==> src/rtl/sync_fifo.sv <==
// sync_fifo: single-clock FIFO with occupancy count, threshold flags,
// registered read port and sticky overflow/underflow flags.
module sync_fifo #(
  parameter int DATASIZE      = 8,
  parameter int ADDRSIZE      = 4,
  parameter int AFULL_THRESH  = 12,
  parameter int AEMPTY_THRESH = 4
) (
  input  logic                clk,
  input  logic                rst_n,
  input  logic                wr_en,
  input  logic [DATASIZE-1:0] wr_data,
  input  logic                rd_en,
  output logic [DATASIZE-1:0] rd_data,
  output logic                rd_valid,
  output logic                full,
  output logic                empty,
  output logic                almost_full,
  output logic                almost_empty,
  output logic [ADDRSIZE:0]   count,
  output logic                overflow,
  output logic                underflow,
  input  logic                clr_err
);

  localparam int DEPTH = 1 << ADDRSIZE;
  localparam int PW    = ADDRSIZE + 1;

  localparam logic [ADDRSIZE:0] DEPTH_W = PW'(DEPTH);
  localparam logic [ADDRSIZE:0] AF_W    = PW'(AFULL_THRESH);
  localparam logic [ADDRSIZE:0] AE_W    = PW'(AEMPTY_THRESH);

  logic [DATASIZE-1:0] mem [DEPTH];
  logic [ADDRSIZE:0]   wr_ptr;
  logic [ADDRSIZE:0]   rd_ptr;
  logic [ADDRSIZE:0]   count_next;
  logic                wr_ok;
  logic                rd_ok;

  assign wr_ok = wr_en && !full;
  assign rd_ok = rd_en && !empty;

  // wrap bits make the pointer difference exact for 0..DEPTH
  assign count = wr_ptr - rd_ptr;

  assign count_next = count
                    + PW'(wr_ok)
                    - PW'(rd_ok);

  always_ff @(posedge clk) begin
    if (wr_ok)
      mem[wr_ptr[ADDRSIZE-1:0]] <= wr_data;
  end

  always_ff @(posedge clk or negedge rst_n) begin
    if (!rst_n) begin
      wr_ptr       <= '0;
      rd_ptr       <= '0;
      rd_data      <= '0;
      rd_valid     <= 1'b0;
      full         <= 1'b0;
      empty        <= 1'b1;
      almost_full  <= 1'b0;
      almost_empty <= 1'b1;
      overflow     <= 1'b0;
      underflow    <= 1'b0;
    end else begin
      if (wr_ok)
        wr_ptr <= wr_ptr + 1'b1;
      if (rd_ok) begin
        rd_ptr  <= rd_ptr + 1'b1;
        rd_data <= mem[rd_ptr[ADDRSIZE-1:0]];
      end
      rd_valid     <= rd_ok;
      full         <= (count_next == DEPTH_W);
      empty        <= (count_next == '0);
      almost_full  <= (count_next >= AF_W);
      almost_empty <= (count_next <= AE_W);
      // a new error event wins over a same-cycle clear
      overflow  <= (wr_en && full)
                || (overflow && !clr_err);
      underflow <= (rd_en && empty)
                || (underflow && !clr_err);
    end
  end

endmodule

==> config.mk <==
export PLATFORM = sky130hd
export DESIGN_NAME = sync_fifo
export DESIGN_NICKNAME = d
export VERILOG_FILES = /design/src/rtl/sync_fifo.sv
export SDC_FILE = /design/constraint.sdc
export NUM_CORES = 1
export LEC_CHECK = 0
export BUFFER_PORTS_ARGS = -buffer_cell sky130_fd_sc_hd__buf_2
export CAP_MARGIN = 20
export CORE_AREA = 2 2 110 112
export CTS_BUF_LIST = sky130_fd_sc_hd__clkbuf_2
export CTS_CLUSTER_SIZE = 10
export DETAILED_ROUTE_END_ITERATION = 16
export DIE_AREA = 0 0 112 114
export HOLD_SLACK_MARGIN = 0.06
export PLACE_DENSITY = 0.75
export SYNTH_ARGS = -nofsm -noshare
export SYNTH_HDL_FRONTEND = slang
export SYNTH_SLANG_ARGS = --single-unit
==> constraint.sdc <==
create_clock -name clk -period 2.9 [get_ports clk]
set_clock_uncertainty 0.2 [all_clocks]
set_input_delay 0.435 -clock clk [delete_from_list [all_inputs] [get_ports clk]]
set_output_delay 0.435 -clock clk [all_outputs]
set_load 0.01 [all_outputs]
==> impl_summary.txt, run 1 <==
----------------------------------------------------
[Routing]
  Drc violations ... 0
  Total length of routed wires ... 12.24 mm
  Starting DRT DRC Count ... 282
  Routed len/inst ... around 20 µm
  Antenna-violating nets left ... 0
  Mean number of vias per cell ... 5.633
  Number of optimization iterations in the first detailed-route pass ... 4
  Total via count in the routed design ... 3,397

[Yosys]
  Post-synthesis sequential element count ... 153
  Mapped Area ... 6290 µm²
  Mean cell area of the mapped netlist ... 17.57 µm²
  Number of standard cells after synthesis ... 358
  Post-synthesis net count ... 386
  Biggest area contributors in the synthesized netlist ... sky130_fd_sc_hd__edfxtp_1 (61%), sky130_fd_sc_hd__mux4_2 (11%), sky130_fd_sc_hd__dfrtp_1 (9.2%), sky130_fd_sc_hd__ha_1 (2.6%), sky130_fd_sc_hd__nand2_1 (2.1%)
  Count of distinct cell types in the synthesized netlist ... 32
  Share of Yosys cell area claimed by the top area cell type ... 0.6111
  Sequential area share after synthesis ... 0.7110
  Count of synthesis-stage warnings from yosys ... 0
  Cell accounting for the most synthesized area ... sky130_fd_sc_hd__edfxtp_1

[Worst setup path]
  Reg2reg path depth ... 12
  Peak fanout along the critical path ... 2
  Largest stage delay on the critical path ... 0.44 ns
  Levels on crit path ... 8
  R2r endpoint ... empty
  Data arrival time at the worst-slack endpoint ... 2.48 ns
  Required arrival time at the worst endpoint ... 2.27 ns
  Critical R2R Launch ... wr_ptr[0]
  Type of element launching the critical path ... flop
  Ordered cell list for the critical path ... inv_2 -> ha_4 -> inv_2 -> fa_2 -> a21o_1 -> a21oi_2 -> xnor2_2 -> buf_2
  Register-to-register setup slack ... -0.07 ns
  CP endpoint ... count[4]
  Buf+Inv Stages, Crit Path ... 3
  Cell with the most instances on the worst path ... sky130_fd_sc_hd__inv_2
  CP startpoint ... wr_ptr[0]
  Type of the setup path with the least slack ... reg2out
  Library cell contributing the largest single delay on the critical path ... sky130_fd_sc_hd__dfrtp_1
  Nature of the critical path endpoint ... primary output
  Crit path max-delay family ... adder cells

[Cells and area]
  Number of non-filler instances in the completed layout ... about 600
  Antenna fix cells ... 0
  Net count, final ... 471
  Fraction of final layout cells sized beyond drive strength 1 ... 0.3092
  Area growth, synth to finish ... 15.58%
  Fill cell total of the finished layout ... 855

[Timing]
  Least setup slack across all paths after layout ... -0.2153 ns
  Max transition margin ... 0.5469
  Number of endpoints failing setup at the final stage ... 5
  Final Cycle Share ... 1.074
  Slew at the pin closest to its max-slew limit ... 0.6797 ns
  Setup repair after global routing missed its margin ... yes
  WHS ... 0.2583 ns
  Number of max-slew violations in the final report ... 0
  Hold Fails Final Rpt ... 0
  Max Clock Freq ... 321.0 MHz
  Tmin final ... between 3 and 4 ns

[Pwr]
  Worst IR Drop VDD ... 1205 µV
  Total power after layout ... 0.007890 W
  Pwr Density ... 1085 nW/µm²
  Static power due to leakage ... between 2 and 3 nW

[Placed design]
  Count of port buffers added during placement ... 32
  Weighted congestion reported at the end of routability-driven placement ... approximately 0.84
  Half-perimeter wire length after detailed placement ... 7.622 mm
  Placed insts ... approximately 550
  Post-Place Setup Slack ... 0.005256 ns

[Floorplan]
  Die extent in x ... roughly 110 µm
  Die area ... between 10,000 and 15,000 µm²
  Starting Density ... 0.5371
  DIE HEIGHT ... around 110 µm
  I/O pin count ... 33
  Total number of placement rows ... 40
  Floorplan core area ... 11,710 µm²

[CTS]
  CTS tree ... built
  Clock latency at the later pin of the worst-skew pair ... approximately 0.71 ns
  Clock-pin slew on the worst setup and hold paths ... roughly 0.23 ns
  CTS H-tree depth ... 4
  Deepest clock path buffer count ... 2
  Inserted Clock Buffers ... 17
  TritonCTS Sinks ... 153
  Cell chosen for the clock root ... sky130_fd_sc_hd__clkbuf_2

[Global routing]
  Vias in the first global route ... between 3,000 and 4,000
  Number of antenna violations at the first check in global routing ... 0
  Total overflow reported by the global router ... 0
  Global-route usage over all layers ... 0.2058
  Global-route wire length before repair ... 18.95 mm
  Maximum number of pins on one net before global-route repair ... 35

[Min path]
  Class of the tightest hold or removal check ... in2reg

[Outcome]
  Violated checks ... setup timing
  Result of the run ... finished, violations left

[Job]
  Number of max-cap violations ... 0

----------------------------------------------------
-- power breakdown --
part | internal [W] | switching [W]
Clock | 0.000567 | 0.000746
Combinational | 0.00169 | 0.00200
Sequential | 0.00273 | 0.000154
Total | 0.00499 | 0.00290
-- synthesized netlist by cell type --
| master | n |
|---|---|
| sky130_fd_sc_hd__o21ai_0 | 6 |
| sky130_fd_sc_hd__a21oi_1 | 5 |
| sky130_fd_sc_hd__edfxtp_1 | 128 |
| sky130_fd_sc_hd__mux2i_1 | 9 |
| sky130_fd_sc_hd__dfstp_2 | 2 |
| sky130_fd_sc_hd__nor2b_1 | 2 |
| sky130_fd_sc_hd__a211oi_1 | 1 |
| sky130_fd_sc_hd__buf_6 | 2 |
| sky130_fd_sc_hd__o311ai_0 | 1 |
| sky130_fd_sc_hd__nand4_1 | 1 |
| sky130_fd_sc_hd__mux4_2 | 32 |
| sky130_fd_sc_hd__dfrtp_1 | 23 |
| sky130_fd_sc_hd__buf_12 | 1 |
| sky130_fd_sc_hd__a221o_1 | 7 |
| sky130_fd_sc_hd__xor2_1 | 5 |
| sky130_fd_sc_hd__xnor2_1 | 11 |
| sky130_fd_sc_hd__nor2_1 | 19 |
| sky130_fd_sc_hd__clkbuf_1 | 4 |
| sky130_fd_sc_hd__buf_8 | 1 |
| sky130_fd_sc_hd__buf_1 | 2 |
| sky130_fd_sc_hd__fa_1 | 2 |
| sky130_fd_sc_hd__nor3_1 | 11 |
| sky130_fd_sc_hd__o22ai_1 | 1 |
| sky130_fd_sc_hd__nand3_1 | 5 |
| sky130_fd_sc_hd__ha_1 | 13 |
| sky130_fd_sc_hd__buf_2 | 4 |
| sky130_fd_sc_hd__buf_4 | 2 |
| sky130_fd_sc_hd__nand2_1 | 36 |
| sky130_fd_sc_hd__inv_1 | 16 |
| sky130_fd_sc_hd__nand2b_1 | 4 |
| sky130_fd_sc_hd__a21o_1 | 1 |
| sky130_fd_sc_hd__inv_2 | 1 |
-- worst min-delay path by stage --
stage / from / endpoint / depth (start not counted)
after floorplan: rst_n / almost_full / 0
after global placement: rst_n / wr_ptr[1] / 1
after detailed placement: rst_n / wr_ptr[1] / 1
after CTS: clr_err / overflow / 3
after global routing: clr_err / overflow / 3
final: clr_err / overflow / 3
-- cells in the final DEF, fill, tap and decap left out, drive strengths merged --
cell	Yosys	final
edfxtp	128	128
buf	12	67
nand2	36	36
mux4	32	32
dfrtp	23	23
nor2	19	19
clkbuf	4	17
inv	17	17
dlygate4sd3	0	15
ha	13	13
nor3	11	11
xnor2	11	11
mux2i	9	9
clkinv	0	8
a221o	7	7
o21ai	6	6
xor2	5	5
nand3	5	5
a21oi	5	5
nand2b	4	4
bufinv	0	4
clkinvlp	0	3
nor2b	2	2
dfstp	2	2
fa	2	2
a21o	1	1
a211oi	1	1
o22ai	1	1
o311ai	1	1
nand4	1	1
-- worst register-to-register path, cell delays in order (launching register included) --
cell and delay, ns:
sky130_fd_sc_hd__dfrtp_1 0.44, sky130_fd_sc_hd__inv_2 0.08, sky130_fd_sc_hd__ha_4 0.13, sky130_fd_sc_hd__inv_2 0.04, sky130_fd_sc_hd__fa_2 0.36, sky130_fd_sc_hd__xnor2_1 0.31, sky130_fd_sc_hd__ha_1 0.33, sky130_fd_sc_hd__a21oi_1 0.26
sky130_fd_sc_hd__nand2_1 0.10, sky130_fd_sc_hd__o22ai_1 0.18, sky130_fd_sc_hd__xor2_1 0.22, sky130_fd_sc_hd__nand3_1 0.14, sky130_fd_sc_hd__nor2_1 0.14
-- sequential cells by signal (all words and copies together), names as in the netlist --
| name | cells |
|---|---|
| rd_valid | 1 |
| rd_ptr | 5 |
| almost_full | 1 |
| overflow | 1 |
| underflow | 1 |
| mem | 128 |
| empty | 1 |
| almost_empty | 1 |
| full | 1 |
| wr_ptr | 5 |
| rd_data | 8 |
-- stage by stage --
stage                       util  setup TNS [ns]  cell area (µm²)
after detailed placement  0.5728               0             6708
final                     0.6207         -0.4603             7269
after CTS                 0.6140         -0.4012             7191
after global placement    0.5728               0             6708
after floorplan                -               0             6290
after global routing      0.6207          -1.699             7269
-- final cells by class --
cell class	instances	area (µm²)	share of cell area
repair buffers	82	593.1	0.08158
clock buffers	17	85.08	0.01170
clock inverters	15	202.7	0.02788
multi-input cells	172	1665	0.2291
well taps	147	183.9	0.02530
flip-flops and latches	153	4476	0.6157
inverters	17	63.81	0.008778
-- metal layers --
| metal | GRT usage | vias up | wire (µm) |
|---|---|---|---|
| met5 | 0 | - | 0 |
| met4 | 0.09106 | 0 | 319 |
| met3 | 0.04463 | 29 | 751 |
| met2 | 0.3451 | 137 | 6211 |
| met1 | 0.2626 | 1687 | 4954 |
| li1 | - | 1544 | - |
-- logic make-up after synthesis --
| group | Yosys count | synth area share |
|---|---|---|
| AND/OR/NAND/NOR | 78 | 0.05252 |
| multiplexers | 41 | 0.1289 |
| AO/OA/AOI/OAI | 22 | 0.02467 |
| XOR/XNOR | 16 | 0.02228 |
| flip-flops | 153 | 0.7110 |
| buffers and inverters | 33 | 0.02844 |
| adder cells (fa/ha/maj) | 15 | 0.03223 |
-- repair_timing --
item / 4_1_cts / 5_1_grt
endpoints found under the setup margin: 6 / 8
gates resized for setup: 4 / 5
buffers inserted: 4 / 5
endpoints found under the hold margin: 163 / 0
hold buffers: 15 / 0
pin swaps: 3 / 6
Power figures use the tool's default switching activity.
==> run 2, diff against run 1 <==
PLACE_DENSITY = 0.81   (was 0.75)
==> run 2 against run 1 <==
The run still ends with setup timing left. Design area rose by 1.1%. Global-route usage rose by 0.21 points. Critical path depth did not move. Final cell count rose by 0.66%. Critical endpoint unchanged.
==> impl_summary.txt, run 2 (same netlist as run 1, synthesis figures left out) <==
----------------------------------------------------
[Outcome]
  Result of the run ... finished, violations left
  Violated checks ... setup timing

[Worst setup path]
  Required arrival time at the worst endpoint ... 2.27 ns (about the same)
  Register-to-register setup slack ... 0.01 ns (+0.08 ns)
  CP startpoint ... wr_ptr[0]
  Critical R2R Launch ... wr_ptr[0]
  Type of element launching the critical path ... flop
  Levels on crit path ... 8 (unchanged)
  Reg2reg path depth ... 13 (+1)
  Type of the setup path with the least slack ... reg2out
  Crit path max-delay family ... adder cells
  Ordered cell list for the critical path ... inv_2 -> ha_4 -> inv_2 -> fa_2 -> a21o_1 -> a21oi_2 -> xnor2_2 -> buf_2
  Largest stage delay on the critical path ... 0.44 ns (about the same)
  Library cell contributing the largest single delay on the critical path ... sky130_fd_sc_hd__dfrtp_1
  Data arrival time at the worst-slack endpoint ... 2.39 ns (-0.09 ns)
  Nature of the critical path endpoint ... primary output
  Cell with the most instances on the worst path ... sky130_fd_sc_hd__inv_2
  Buf+Inv Stages, Crit Path ... 3 (unchanged)
  Peak fanout along the critical path ... 2 (unchanged)

[Timing]
  Final Cycle Share ... 1.043 (-0.03159)
  Slew at the pin closest to its max-slew limit ... 0.6696 ns (-0.01004 ns)
  Setup repair after global routing missed its margin ... yes
  Max Clock Freq ... 330.7 MHz (+3.0%)
  Hold Fails Final Rpt ... 0 (unchanged)
  Number of endpoints failing setup at the final stage ... 1 (-4)
  Least setup slack across all paths after layout ... -0.1237 ns (+0.09162 ns)
  Max transition margin ... 0.5536 (+0.006693)
  Number of max-slew violations in the final report ... 0 (unchanged)
  Tmin final ... 3.024 ns (-0.09162 ns)

[Global routing]
  Total overflow reported by the global router ... 0 (unchanged)
  Global-route usage over all layers ... 0.2079 (+0.002118)
  Vias in the first global route ... 3,585 (+4.1%)
  Global-route wire length before repair ... 19.64 mm (+3.6%)
  Maximum number of pins on one net before global-route repair ... 35 (unchanged)
  Number of antenna violations at the first check in global routing ... 0 (unchanged)

[Routing]
  Total length of routed wires ... 12.66 mm (+3.5%)
  Mean number of vias per cell ... 5.779 (+2.6%)
  Total via count in the routed design ... 3,508 (+3.3%)
  Starting DRT DRC Count ... 267 (-5.3%)
  Drc violations ... 0 (unchanged)
  Routed len/inst ... 20.86 µm (+2.8%)
  Number of optimization iterations in the first detailed-route pass ... 5 (+1)
  Antenna-violating nets left ... 0 (unchanged)

[Pwr]
  Static power due to leakage ... 2.716 nW (+1.0%)
  Pwr Density ... 1123 nW/µm² (+3.5%)
  Worst IR Drop VDD ... 1712 µV (+42%)

[CTS]
  CTS H-tree depth ... 4 (unchanged)
  Clock latency at the later pin of the worst-skew pair ... 0.67 ns (-0.04 ns)
  Cell chosen for the clock root ... sky130_fd_sc_hd__clkbuf_2
  Inserted Clock Buffers ... 17 (unchanged)
  TritonCTS Sinks ... 153 (unchanged)
  Deepest clock path buffer count ... 2 (unchanged)
  CTS tree ... built
  Clock-pin slew on the worst setup and hold paths ... 0.20 ns (-0.03 ns)

[Cells and area]
  Leading cell type in the layout, fill and taps excluded ... sky130_fd_sc_hd__edfxtp_1
  Antenna fix cells ... 0 (unchanged)
  Fraction of final layout cells sized beyond drive strength 1 ... 0.3435 (+0.03427)
  Cell area after layout ... 7347 µm² (+1.1%)
  Max FFs per register ... 128 (unchanged)
  Net count, final ... 475 (+0.85%)
  Area growth, synth to finish ... 16.81%
  Core utilization of the finished layout ... 0.6274 (+0.006624)
  Number of non-filler instances in the completed layout ... 607 (+0.66%)
  Commonest non-fill, non-tap cells in the layout ... sky130_fd_sc_hd__edfxtp_1 (128), sky130_fd_sc_hd__buf_4 (40), sky130_fd_sc_hd__nand2_1 (36)

[Placed design]
  Cell area reported after detailed placement ... 6738 µm² (+0.45%)
  Placed insts ... 550 (+0.73%)
  Weighted congestion reported at the end of routability-driven placement ... 0.8185 (-2.2%)
  Half-perimeter wire length after detailed placement ... 7.837 mm (+2.8%)
  Count of port buffers added during placement ... 32 (unchanged)

[Floorplan]
  Total number of placement rows ... 40 (unchanged)
  Die area ... 12,770 µm² (unchanged)
  DIE HEIGHT ... 114 µm (unchanged)
  Floorplan core area ... 11,710 µm² (unchanged)
  I/O pin count ... 33 (unchanged)
  Die extent in x ... 112 µm (unchanged)
  Starting Density ... 0.5371 (unchanged)

[Min path]
  Hold Crit Depth ... 4 (+1)
  HP Start ... wr_en
  Class of the tightest hold or removal check ... in2reg

[Job]
  Number of max-cap violations ... 0 (unchanged)

----------------------------------------------------
==> run 2: cell types whose count changed in the layout (fill, tap and decap cells not counted), moves of 2 or more <==
cell	previous run	this run
sky130_fd_sc_hd__clkinv_4	6	4
sky130_fd_sc_hd__ha_4	1	3
sky130_fd_sc_hd__buf_4	34	40
sky130_fd_sc_hd__a21oi_2	1	3
sky130_fd_sc_hd__inv_2	3	6
sky130_fd_sc_hd__inv_1	14	11
sky130_fd_sc_hd__inv_6	0	2
sky130_fd_sc_hd__ha_1	12	10
sky130_fd_sc_hd__a21oi_1	4	2
==> run 2: layer usage <==
metal | vias up | routed length (µm) | part of all wire | GRT usage
li1 | 1549 | - | - | -
met1 | 1784 | 4966 | 0.39 | 0.2717
met2 | 142 | 6452 | 0.51 | 0.3422
met3 | 33 | 797 | 0.063 | 0.04357
met4 | 0 | 444 | 0.035 | 0.09350
met5 | - | 0 | 0 | 0
==> run 2: worst reg2reg max path: stages, from the launching register on <==
cell and delay, ns:
sky130_fd_sc_hd__dfrtp_1 0.44, sky130_fd_sc_hd__inv_2 0.08, sky130_fd_sc_hd__ha_4 0.14, sky130_fd_sc_hd__inv_2 0.04
sky130_fd_sc_hd__fa_2 0.34, sky130_fd_sc_hd__buf_4 0.16, sky130_fd_sc_hd__xnor2_4 0.13, sky130_fd_sc_hd__ha_1 0.34
sky130_fd_sc_hd__a21oi_2 0.18, sky130_fd_sc_hd__nand2_1 0.09, sky130_fd_sc_hd__o22ai_1 0.17, sky130_fd_sc_hd__xor2_1 0.24
sky130_fd_sc_hd__o21ai_0 0.16, sky130_fd_sc_hd__nor2_1 0.13
==> run 2: path summary, 6_finish.rpt <==
check                          endpoint
min in group asynchronous     wr_ptr[0]
min reg2reg                   wr_ptr[4]
max                            count[4]
min                           wr_ptr[0]
max in group asynchronous     rd_ptr[3]
max reg2reg                almost_empty
==> run 2: what timing repair did <==
item	4_1_cts	5_1_grt
hold endpoints to repair	158	0
endpoints found under the setup margin	5	7
gates resized for setup	11	12
pin swaps	5	10
hold buffers	14	0
buffers inserted	4	7
==> run 2: through the flow <==
step | setup TNS (ns) | power [W] | setup WS (ns) | hold slack [ns]
3_5_place_dp | -0.001740 | 0.006252 | -0.001740 | 0.2608
5_1_grt | -0.4377 | 0.008694 | -0.2443 | 0.09559
6_report | -0.1237 | 0.008253 | -0.1237 | 0.1305
3_3_place_gp | 0 | 0.006075 | 0.1984 | 0.2493
2_1_floorplan | 0 | 0.005357 | 0.06044 | -0.06059
4_1_cts | -0.1460 | 0.007774 | -0.1345 | 0.09582
==> run 2: layout make-up <==
class                           instances  area, µm²
Sequential cell                       153       4474
Fill cell                             796       4364
Multi-Input combinational cell        172       1738
Timing Repair Buffer                   86      600.6
Clock inverter                         14      196.4
Tap cell                              147      183.9
Clock buffer                           18      90.09
Inverter                               17      63.81
==> run 2: where the power goes <==
part / total, W / leakage (nW) / switching [W] / internal (W)
clock network: 0.00132 / 0.163 / 0.000743 / 0.000576
logic: 0.00405 / 1.10 / 0.00220 / 0.00185
registers: 0.00289 / 1.46 / 0.000158 / 0.00273
